--- src/rtl/viterbi_pkg.sv ---
// rtl/viterbi_pkg.sv - shared trellis definitions for the convolutional encoder and Viterbi decoder
package viterbi_pkg;

    localparam int         K          = 3;
    localparam int         NUM_STATES = 4;
    localparam logic [2:0] G0_DEF     = 3'b111;
    localparam logic [2:0] G1_DEF     = 3'b101;

    // Trellis state is {u(t-1), u(t-2)}, so an input 1 from S0 lands in S2
    typedef logic [1:0] state_t;
    typedef logic [1:0] sym_t;

    localparam state_t S0 = 2'b00;
    localparam state_t S1 = 2'b01;
    localparam state_t S2 = 2'b10;
    localparam state_t S3 = 2'b11;

    typedef enum logic {
        ENC_DATA = 1'b0,
        ENC_TAIL = 1'b1
    } enc_fsm_t;

endpackage

--- src/rtl/conv_encoder_tx_if.sv ---
// rtl/conv_encoder_tx_if.sv - bit-in / symbol-out handshake bundle of the convolutional encoder
interface conv_encoder_tx_if;
    import viterbi_pkg::*;

    logic   i_valid;
    logic   o_ready;
    logic   i_data;
    logic   o_valid;
    logic   i_ready;
    sym_t   o_sym;
    logic   o_tail;
    logic   o_last;
    state_t o_state;

    // Encoder side
    modport slave (
        input  i_valid, i_data, i_ready,
        output o_ready, o_valid, o_sym, o_tail, o_last, o_state
    );

    // Bit source and symbol sink side
    modport master (
        output i_valid, i_data, i_ready,
        input  o_ready, o_valid, o_sym, o_tail, o_last, o_state
    );

endinterface

--- src/rtl/conv_trellis_fn.sv ---
// rtl/conv_trellis_fn.sv - combinational trellis step (state, u) -> (next_state, sym)
module conv_trellis_fn
    import viterbi_pkg::*;
#(
    parameter logic [2:0] G0 = G0_DEF,
    parameter logic [2:0] G1 = G1_DEF
) (
    input  state_t state,
    input  logic   u,
    output state_t next_state,
    output sym_t   sym
);

    // Shift register contents in tap order {u(t), u(t-1), u(t-2)}
    logic [2:0] reg_bits;

    assign reg_bits   = {u, state};
    assign sym        = {^(G0 & reg_bits), ^(G1 & reg_bits)};
    assign next_state = {u, state[1]};

endmodule

--- src/rtl/conv_encoder_tx.sv ---
// rtl/conv_encoder_tx.sv - rate-1/2 K=3 convolutional encoder with zero-tail frame termination
module conv_encoder_tx
    import viterbi_pkg::*;
#(
    parameter int         FRAME_LEN = 8,
    parameter logic [2:0] G0        = G0_DEF,
    parameter logic [2:0] G1        = G1_DEF
) (
    input  logic          i_clk,
    input  logic          i_rst,
    conv_encoder_tx_if.slave bus
);

    localparam int               CNT_W    = (FRAME_LEN > 1) ? $clog2(FRAME_LEN) : 1;
    localparam logic [CNT_W-1:0] LAST_BIT = CNT_W'(FRAME_LEN - 1);

    enc_fsm_t         fsm;
    logic [CNT_W-1:0] bit_cnt;
    logic             tail_cnt;
    state_t           state_q;

    logic             slot_free;
    logic             u_in;
    state_t           next_state;
    sym_t             sym_next;

    // The output register can take a new symbol when empty or being drained this cycle
    assign slot_free   = !bus.o_valid || bus.i_ready;
    assign bus.o_ready = (fsm == ENC_DATA) && slot_free;
    assign bus.o_state = state_q;

    // Tail bits are forced zero so every frame flushes back to S0
    assign u_in = (fsm == ENC_DATA) ? bus.i_data : 1'b0;

    conv_trellis_fn #(
        .G0 (G0),
        .G1 (G1)
    ) u_trellis (
        .state      (state_q),
        .u          (u_in),
        .next_state (next_state),
        .sym        (sym_next)
    );

    // Frame FSM, counters and output register all advance only while the output slot is free
    always_ff @(posedge i_clk or posedge i_rst) begin
        if (i_rst) begin
            fsm         <= ENC_DATA;
            bit_cnt     <= '0;
            tail_cnt    <= 1'b0;
            state_q     <= S0;
            bus.o_valid <= 1'b0;
            bus.o_sym   <= '0;
            bus.o_tail  <= 1'b0;
            bus.o_last  <= 1'b0;
        end else if (slot_free) begin
            case (fsm)
                ENC_DATA: begin
                    if (bus.i_valid) begin
                        bus.o_valid <= 1'b1;
                        bus.o_sym   <= sym_next;
                        bus.o_tail  <= 1'b0;
                        bus.o_last  <= 1'b0;
                        state_q     <= next_state;
                        if (bit_cnt == LAST_BIT) begin
                            bit_cnt <= '0;
                            fsm     <= ENC_TAIL;
                        end else begin
                            bit_cnt <= bit_cnt + 1'b1;
                        end
                    end else begin
                        bus.o_valid <= 1'b0;
                    end
                end
                ENC_TAIL: begin
                    bus.o_valid <= 1'b1;
                    bus.o_sym   <= sym_next;
                    bus.o_tail  <= 1'b1;
                    bus.o_last  <= tail_cnt;
                    state_q     <= next_state;
                    tail_cnt    <= ~tail_cnt;
                    if (tail_cnt) begin
                        fsm <= ENC_DATA;
                    end
                end
                default: fsm <= ENC_DATA;
            endcase
        end
    end

endmodule

--- src/flat_wrapper.sv ---
// flat-port wrapper written by rule: the top's interface ports become plain ports
module conv_encoder_tx_flat import viterbi_pkg::*;
#(
    parameter int         FRAME_LEN = 8,
    parameter logic [2:0] G0        = G0_DEF,
    parameter logic [2:0] G1        = G1_DEF
)
  (i_clk, i_rst, bus_i_valid, bus_i_data, bus_i_ready, bus_o_ready, bus_o_valid, bus_o_sym, bus_o_tail, bus_o_last, bus_o_state);
  conv_encoder_tx_if bus_i ();
  input  logic i_clk;
  input  logic i_rst;
  input wire logic [$bits(bus_i.i_valid)-1:0] bus_i_valid;
  input wire logic [$bits(bus_i.i_data)-1:0] bus_i_data;
  input wire logic [$bits(bus_i.i_ready)-1:0] bus_i_ready;
  output wire logic [$bits(bus_i.o_ready)-1:0] bus_o_ready;
  output wire logic [$bits(bus_i.o_valid)-1:0] bus_o_valid;
  output wire logic [$bits(bus_i.o_sym)-1:0] bus_o_sym;
  output wire logic [$bits(bus_i.o_tail)-1:0] bus_o_tail;
  output wire logic [$bits(bus_i.o_last)-1:0] bus_o_last;
  output wire logic [$bits(bus_i.o_state)-1:0] bus_o_state;
  assign bus_i.i_valid = bus_i_valid;
  assign bus_i.i_data = bus_i_data;
  assign bus_i.i_ready = bus_i_ready;
  assign bus_o_ready = bus_i.o_ready;
  assign bus_o_valid = bus_i.o_valid;
  assign bus_o_sym = bus_i.o_sym;
  assign bus_o_tail = bus_i.o_tail;
  assign bus_o_last = bus_i.o_last;
  assign bus_o_state = bus_i.o_state;
  conv_encoder_tx #(.FRAME_LEN(FRAME_LEN), .G0(G0), .G1(G1)) u_core (.i_clk(i_clk), .i_rst(i_rst), .bus(bus_i));
endmodule
--- config.mk ---
export PLATFORM = sky130hd
export DESIGN_NAME = conv_encoder_tx_flat
export DESIGN_NICKNAME = d
export VERILOG_FILES = /design/src/rtl/viterbi_pkg.sv /design/src/rtl/conv_encoder_tx_if.sv /design/src/rtl/conv_trellis_fn.sv /design/src/rtl/conv_encoder_tx.sv /design/src/flat_wrapper.sv
export SDC_FILE = /design/constraint.sdc
export NUM_CORES = 1
export LEC_CHECK = 0
export CORE_AREA = 2 2 39 41
export DETAILED_ROUTE_END_ITERATION = 12
export DIE_AREA = 0 0 41 43
export PLACE_DENSITY = 0.7
export SYNTH_ARGS = -nofsm -noshare
export SYNTH_HDL_FRONTEND = slang
export SYNTH_SLANG_ARGS = --single-unit
--- constraint.sdc ---
create_clock -name i_clk -period 1.5 [get_ports i_clk]
set_clock_uncertainty 0.1 [all_clocks]
set_input_delay 0.3 -clock i_clk [delete_from_list [all_inputs] [get_ports i_clk]]
set_output_delay 0.3 -clock i_clk [all_outputs]
set_load 0.01 [all_outputs]
==> results.yml, run 1 <==
status:
  outcome: "finished with violations"
  violations: "negative setup slack"
yosys:
  netlist_instances: 45
  synth.most_common_cell: "dfrtp_1"
  synth_area_um2: 567
  yosys.area.top_type: "dfrtp_1"
  synth_nets: 52
  ys_types: 19
  synthArstFlopShare_pct: 100
  syn_avg_cell_area_um2: 12.6
  synthTopCellsByCount: "12 x dfrtp_1, 5 x mux2_2, 4 x xnor2_1"
  synth_seq_cells: 12
  synth-main-ff-cell: "dfrtp_1"
  synth_edf_count: 0
  synth.top_cell.area_share_pct: 53.0
  ys_warn_count: 0
  yosysSeqAreaShare_pct: 53.0
  ys_top_cells_by_area: "dfrtp_1 53%, mux2_2 9.9%, xnor2_1 6.2%"
worst_setup_path:
  reg2reg_depth: 4
  crit_start: "u_core.bus.o_valid$_DFFE_PP0N_"
  endpoint: "u_core.bit_cnt[0]$_DFFE_PP0P_"
  slowest_delay_ns: 0.38
  crit_slowest_cell: "dfrtp_1"
  cp.depth: 4
  path_delay_family: "simple AND/OR/NAND/NOR gates"
  cp.buffers_inverters: 1
  critPathArrivalTime_ns: 1.56
  cp_max_fo: 4
  reg2reg_slack_ns: -0.005
  path_class: "reg -> reg"
  rr_startpoint: "u_core.bus.o_valid$_DFFE_PP0N_"
  worstReg2RegEnd: "u_core.bit_cnt[0]$_DFFE_PP0P_"
  critPathLaunchType: "flop"
  critPathCaptureType: "flop"
  required_ns: 1.56
  cp_cell_sequence: "and2b_2, buf_6, nor3_4, mux2_4"
global_routing:
  grt_overflow: 0
  grt_usage_pct: 17.8
  antenna_found_initial: 0
  grt_max_degree: 13
  grt_first_pass_wirelength_um: 1970
  grt_pass1_vias: 457
routing:
  drc: 0
  dr_wl_met2_um: 553
  wl_um: 1100
  post_drt_wl_per_cell_um: 12.7
  route.top_layer_used: "met4"
  drt-initial-drc-count: 5
  drt_pass1_iterations: 4
  wl_met3_um: 63
  drt-met1-wl_um: 451
  vias: 433
  via_per_inst: 4.98
  ant_nets: 0
die:
  dieArea_mm2: 0.00176
  initial_core_util_pct: 41.0
  ios: 13
  rows: 14
  coreArea_mm2: 0.00138
  die_w_um: 41
  die_h_um: 43
power:
  leakagePower_uw: 0.000400
  power.total_uw: 1540
  p_per_area_mw_per_mm2: 1890
  peakVddDrop_mv: 0.895
timing:
  setup-tns-final_ns: -0.00924
  setup_slack_ns: -0.00536
  rsz0062_at_grt: "yes"
  hold_violations: 0
  fmax_mhz: 664
  worst_pin_slew_ns: 0.458
  period_share_pct: 100
  finalSetupViolations: 3
  min_period_ns: 1.51
  slew_headroom_pct: 69.5
  slew_viol_final: 0
place:
  post-place-cells: 80
  place_congestion: 0.669
  hpwl_um: 796
  io_buffers: 12
cts:
  cts_max_level: 1
  cts_buffers: 3
  clk-insertion-delay-late_ns: 0.27
  tritoncts: "yes"
  cts_buffer_depth: 2
  cts_sinks: 12
  cts_root_buffer: "clkbuf_4"
  clk_pin_slew_ns: 0.08
layout:
  synthToLayoutAreaGrowth_pct: 43.7
  n_antenna_cell: 0
  layout-drive-gt1-share_pct: 39.4
  fin_util_pct: 58.9
  fillers: 123
  fin_cells: 87
  num-nets-final: 80
  multi_input_area_um2: 265
  seqCellArea_um2: 300
min_path:
  min_path_type: "in -> async"
run:
  maxCapViolations: 0
## cell families after synthesis
| kind of cell | count (synthesis) | share of synthesized area [%] |
|---|---|---|
| flops | 12 | 53.0 |
| compound gates | 8 | 11.3 |
| buf+inv | 3 | 2.65 |
| simple gates | 11 | 12.6 |
| xor+xnor | 4 | 6.18 |
| mux | 5 | 9.93 |
| fa+ha+maj | 2 | 4.41 |
## final cells by class
| type | instances | area share, % |
|---|---|---|
| inverters | 2 | 0.922 |
| clock buffers | 3 | 2.76 |
| well taps | 16 | 2.46 |
| flip-flops and latches | 12 | 36.9 |
| multi-input cells | 30 | 32.6 |
| repair buffers | 24 | 24.4 |
## how the worst min path moves through the flow
stage	end	slack, ns	cells past startpoint
floorplan	u_core.bit_cnt[0]$_DFFE_PP0P_	0.06	1
global placement	u_core.bus.o_sym[1]$_DFFE_PP0P_	0.39	2
detailed placement	u_core.bus.o_tail$_DFFE_PP0P_	0.40	2
CTS	u_core.bit_cnt[2]$_DFFE_PP0P_	0.25	2
global route	u_core.tail_cnt$_DFFE_PP0P_	0.27	2
finish	u_core.bit_cnt[2]$_DFFE_PP0P_	0.23	2
## routing by layer
metal,track usage [%],vias to the layer above
met2,26.3,13
li1,-,206
met4,12.0,0
met1,20.6,210
met5,0,-
met3,6.28,4
## registers in the layout, indices dropped and copies added, names as in the netlist
name	count
u_core.bit_cnt	3
u_core.bus.o_last	1
u_core.bus.o_state	2
u_core.bus.o_sym	2
u_core.bus.o_tail	1
u_core.bus.o_valid	1
u_core.fsm	1
u_core.tail_cnt	1
## power breakdown
group / switching (uW) / internal, uW
logic: 320 / 464
registers: 85.3 / 475
clock network: 105 / 92.9
total: 510 / 1030
## repair_timing
item	4_1_cts	5_1_grt
pin swaps	1	1
buffers inserted	3	1
gates resized for setup	17	0
hold buffers	0	0
endpoints found under the hold margin	0	0
endpoints found under the setup margin	12	5
## cells in the final DEF (no fill, tap or decap), types with 3 or more instances in the layout
| cell | n |
|---|---|
| dfrtp_1 | 12 |
| clkdlybuf4s50_1 | 3 |
| mux2_4 | 3 |
| xnor2_1 | 4 |
| nand2_1 | 3 |
| dlygate4sd2_1 | 8 |
| o21ai_0 | 3 |
| clkbuf_4 | 3 |
| buf_4 | 11 |
## stage by stage
step                hold WS, ns  cell area [um2]  setup slack [ns]
global placement          0.390              759            -0.532
detailed placement        0.399              759            -0.580
floorplan                0.0647              567             0.115
global route              0.271              815           -0.0778
CTS                       0.247              807           -0.0730
finish                    0.229              815          -0.00536
No activity file was read; power rests on OpenSTA's default activity.
==> run 2, diff against run 1 <==
--- a/config.mk
+++ b/config.mk
@@ -5,10 +5,9 @@
 export SDC_FILE = /design/constraint.sdc
 export NUM_CORES = 1
 export LEC_CHECK = 0
-export CORE_AREA = 2 2 39 41
+export CORE_MARGIN = 1
+export CORE_UTILIZATION = 30
 export DETAILED_ROUTE_END_ITERATION = 12
-export DIE_AREA = 0 0 41 43
-export PLACE_DENSITY = 0.7
 export SYNTH_ARGS = -nofsm -noshare
 export SYNTH_HDL_FRONTEND = slang
 export SYNTH_SLANG_ARGS = --single-unit
==> run 2 against run 1 <==
Wire length down 3.4%. The flow now finishes without violations. Via count down 1.4%. Total power up 2.5%. Non-clock buffer count down 1. Register-to-register slack better by 0.02 ns. Clock power up 27%. Combinational power down 2%. Final cell count up 10%.
==> results.yml, run 2 (same netlist as run 1, synthesis figures left out) <==
status:
  outcome: "completed"
cts:
  cts_root_buffer: "clkbuf_4"
  cts_buffer_depth: 2
  tritoncts: "yes"
  cts_buffers: 3
  cts_sinks: 12
  cts_max_level: 1
  clk_pin_slew_ns: 0.08
  clk-insertion-delay-late_ns: 0.27
timing:
  fmax_mhz: 674
  slew_headroom_pct: 69.7
  min_period_ns: 1.48
  rsz0062_at_grt: "yes"
  finalSetupViolations: 0
  hold_violations: 0
  worst_pin_slew_ns: 0.455
  period_share_pct: 99.0
  slew_viol_final: 0
  setup_slack_ns: 0.0157
power:
  power.share.clock_pct: 15.9
  leakagePower_uw: 0.000403
  power_frac_comb_pct: 48.4
  p_per_area_mw_per_mm2: 1900
  p_seq_share_pct: 35.7
  p_sw_uw: 507
  peakVddDrop_mv: 0.945
  swShare_pct: 32.1
  internal-power_uw: 1070
layout:
  final_common_cell: "dfrtp_1"
  n_antenna_cell: 0
  synthToLayoutAreaGrowth_pct: 47.0
  top_register: "u_core.bit_cnt"
  final_cell_mix: "12 x dfrtp_1, 10 x buf_4, 7 x dlygate4sd2_1"
  layout-drive-gt1-share_pct: 39.4
  fin_cells: 96
  largest_register_ffs: 3
  num-nets-final: 79
  fin_util_pct: 47.7
die:
  die_h_um: 45.5
  initial_core_util_pct: 32.5
  rows: 15
  dieArea_mm2: 0.00207
  coreArea_mm2: 0.00175
  ios: 13
  die_w_um: 45.5
global_routing:
  grt_max_degree: 13
  grt_usage_pct: 13.3
  grt_pass1_vias: 410
  grt_first_pass_wirelength_um: 1810
  grt_overflow: 0
  antenna_found_initial: 0
place:
  hpwl_um: 752
  post-place-cells: 89
  dp_slack_ns: -0.567
  io_buffers: 12
  place_congestion: 0.671
routing:
  drt-initial-drc-count: 2
  drc: 0
  via_per_inst: 4.45
  drt_pass1_iterations: 4
  ant_nets: 0
  post_drt_wl_per_cell_um: 11.1
  wl_um: 1060
  vias: 427
worst_setup_path:
  critPathCaptureType: "output pin"
  rr_startpoint: "u_core.bus.o_valid$_DFFE_PP0N_"
  critPathArrivalTime_ns: 1.08
  cp_max_fo: 2
  worstReg2RegEnd: "u_core.bit_cnt[1]$_DFFE_PP0P_"
  reg2reg_slack_ns: 0.02
  required_ns: 1.10
  path_class: "reg -> out"
  reg2reg_depth: 4
  critPathLaunchType: "flop"
min_path:
  min_path_type: "in -> async"
run:
  maxCapViolations: 0
-- run 2: cell count changes in the layout (fill, tap and decap cells not counted) --
cell,before,now
buf_4,11,10
dlygate4sd2_1,8,7
clkbuf_8,0,1
clkdlybuf4s15_1,0,1
-- run 2: power groups by stage --
stage / logic, uW / clock network, uW / registers [uW]
2_1_floorplan: 396 / 0 / 605
3_3_place_gp: 719 / 0 / 580
3_5_place_dp: 724 / 0 / 586
4_1_cts: 760 / 262 / 562
5_1_grt: 854 / 280 / 583
6_report: 764 / 252 / 564
-- run 2: area by class of cell --
cell class | instances | area, um2
Multi-Input combinational cell | 30 | 265
Tap cell | 25 | 31.3
Fill cell | 184 | 912
Inverter | 2 | 7.51
Sequential cell | 12 | 300
Timing Repair Buffer | 23 | 193
Clock buffer | 4 | 36.3
-- run 2: metal layers --
layer | track usage (%) | vias to the layer above | routed length (um)
li1 | - | 208 | -
met1 | 15.4 | 208 | 446
met2 | 20.3 | 9 | 551
met3 | 7.14 | 2 | 54
met4 | 5.45 | 0 | 12
met5 | 0 | - | 0
-- run 2: how the worst max path moves through the flow --
| stage | start | endpoint |
|---|---|---|
| global route | u_core.bus.o_valid$_DFFE_PP0N_ | bus_o_ready |
| finish | u_core.bus.o_valid$_DFFE_PP0N_ | bus_o_ready |
| CTS | u_core.bus.o_valid$_DFFE_PP0N_ | bus_o_ready |
| detailed placement | bus_i_ready | bus_o_ready |
| floorplan | u_core.bus.o_valid$_DFFE_PP0N_ | u_core.bus.o_state[0]$_DFFE_PP0P_ |
| global placement | bus_i_ready | bus_o_ready |
-- run 2: metrics by stage --
step	hold slack, ns	total power (uW)	setup TNS, ns	cell area (um2)
after floorplan	0.0647	1000	0	567
after global placement	0.384	1300	-2.99	771
after detailed placement	0.389	1310	-3.18	771
after CTS	0.235	1580	-0.121	830
after global routing	0.282	1720	-0.221	833
final	0.224	1580	0	833
-- run 2: worst max-delay path, cell delays in order, from the launching register on --
cell and delay (ns):
dfrtp_1 0.38, and2b_2 0.21, nor2_2 0.09, buf_2 0.13
-- run 2: timing repair --
action / in CTS / in global routing
hold buffers: 0 / 0
pin swaps: 1 / 1
hold endpoints to repair: 0 / 0
gates resized for setup: 16 / 2
setup endpoints to repair: 11 / 6
setup buffers: 3 / 0
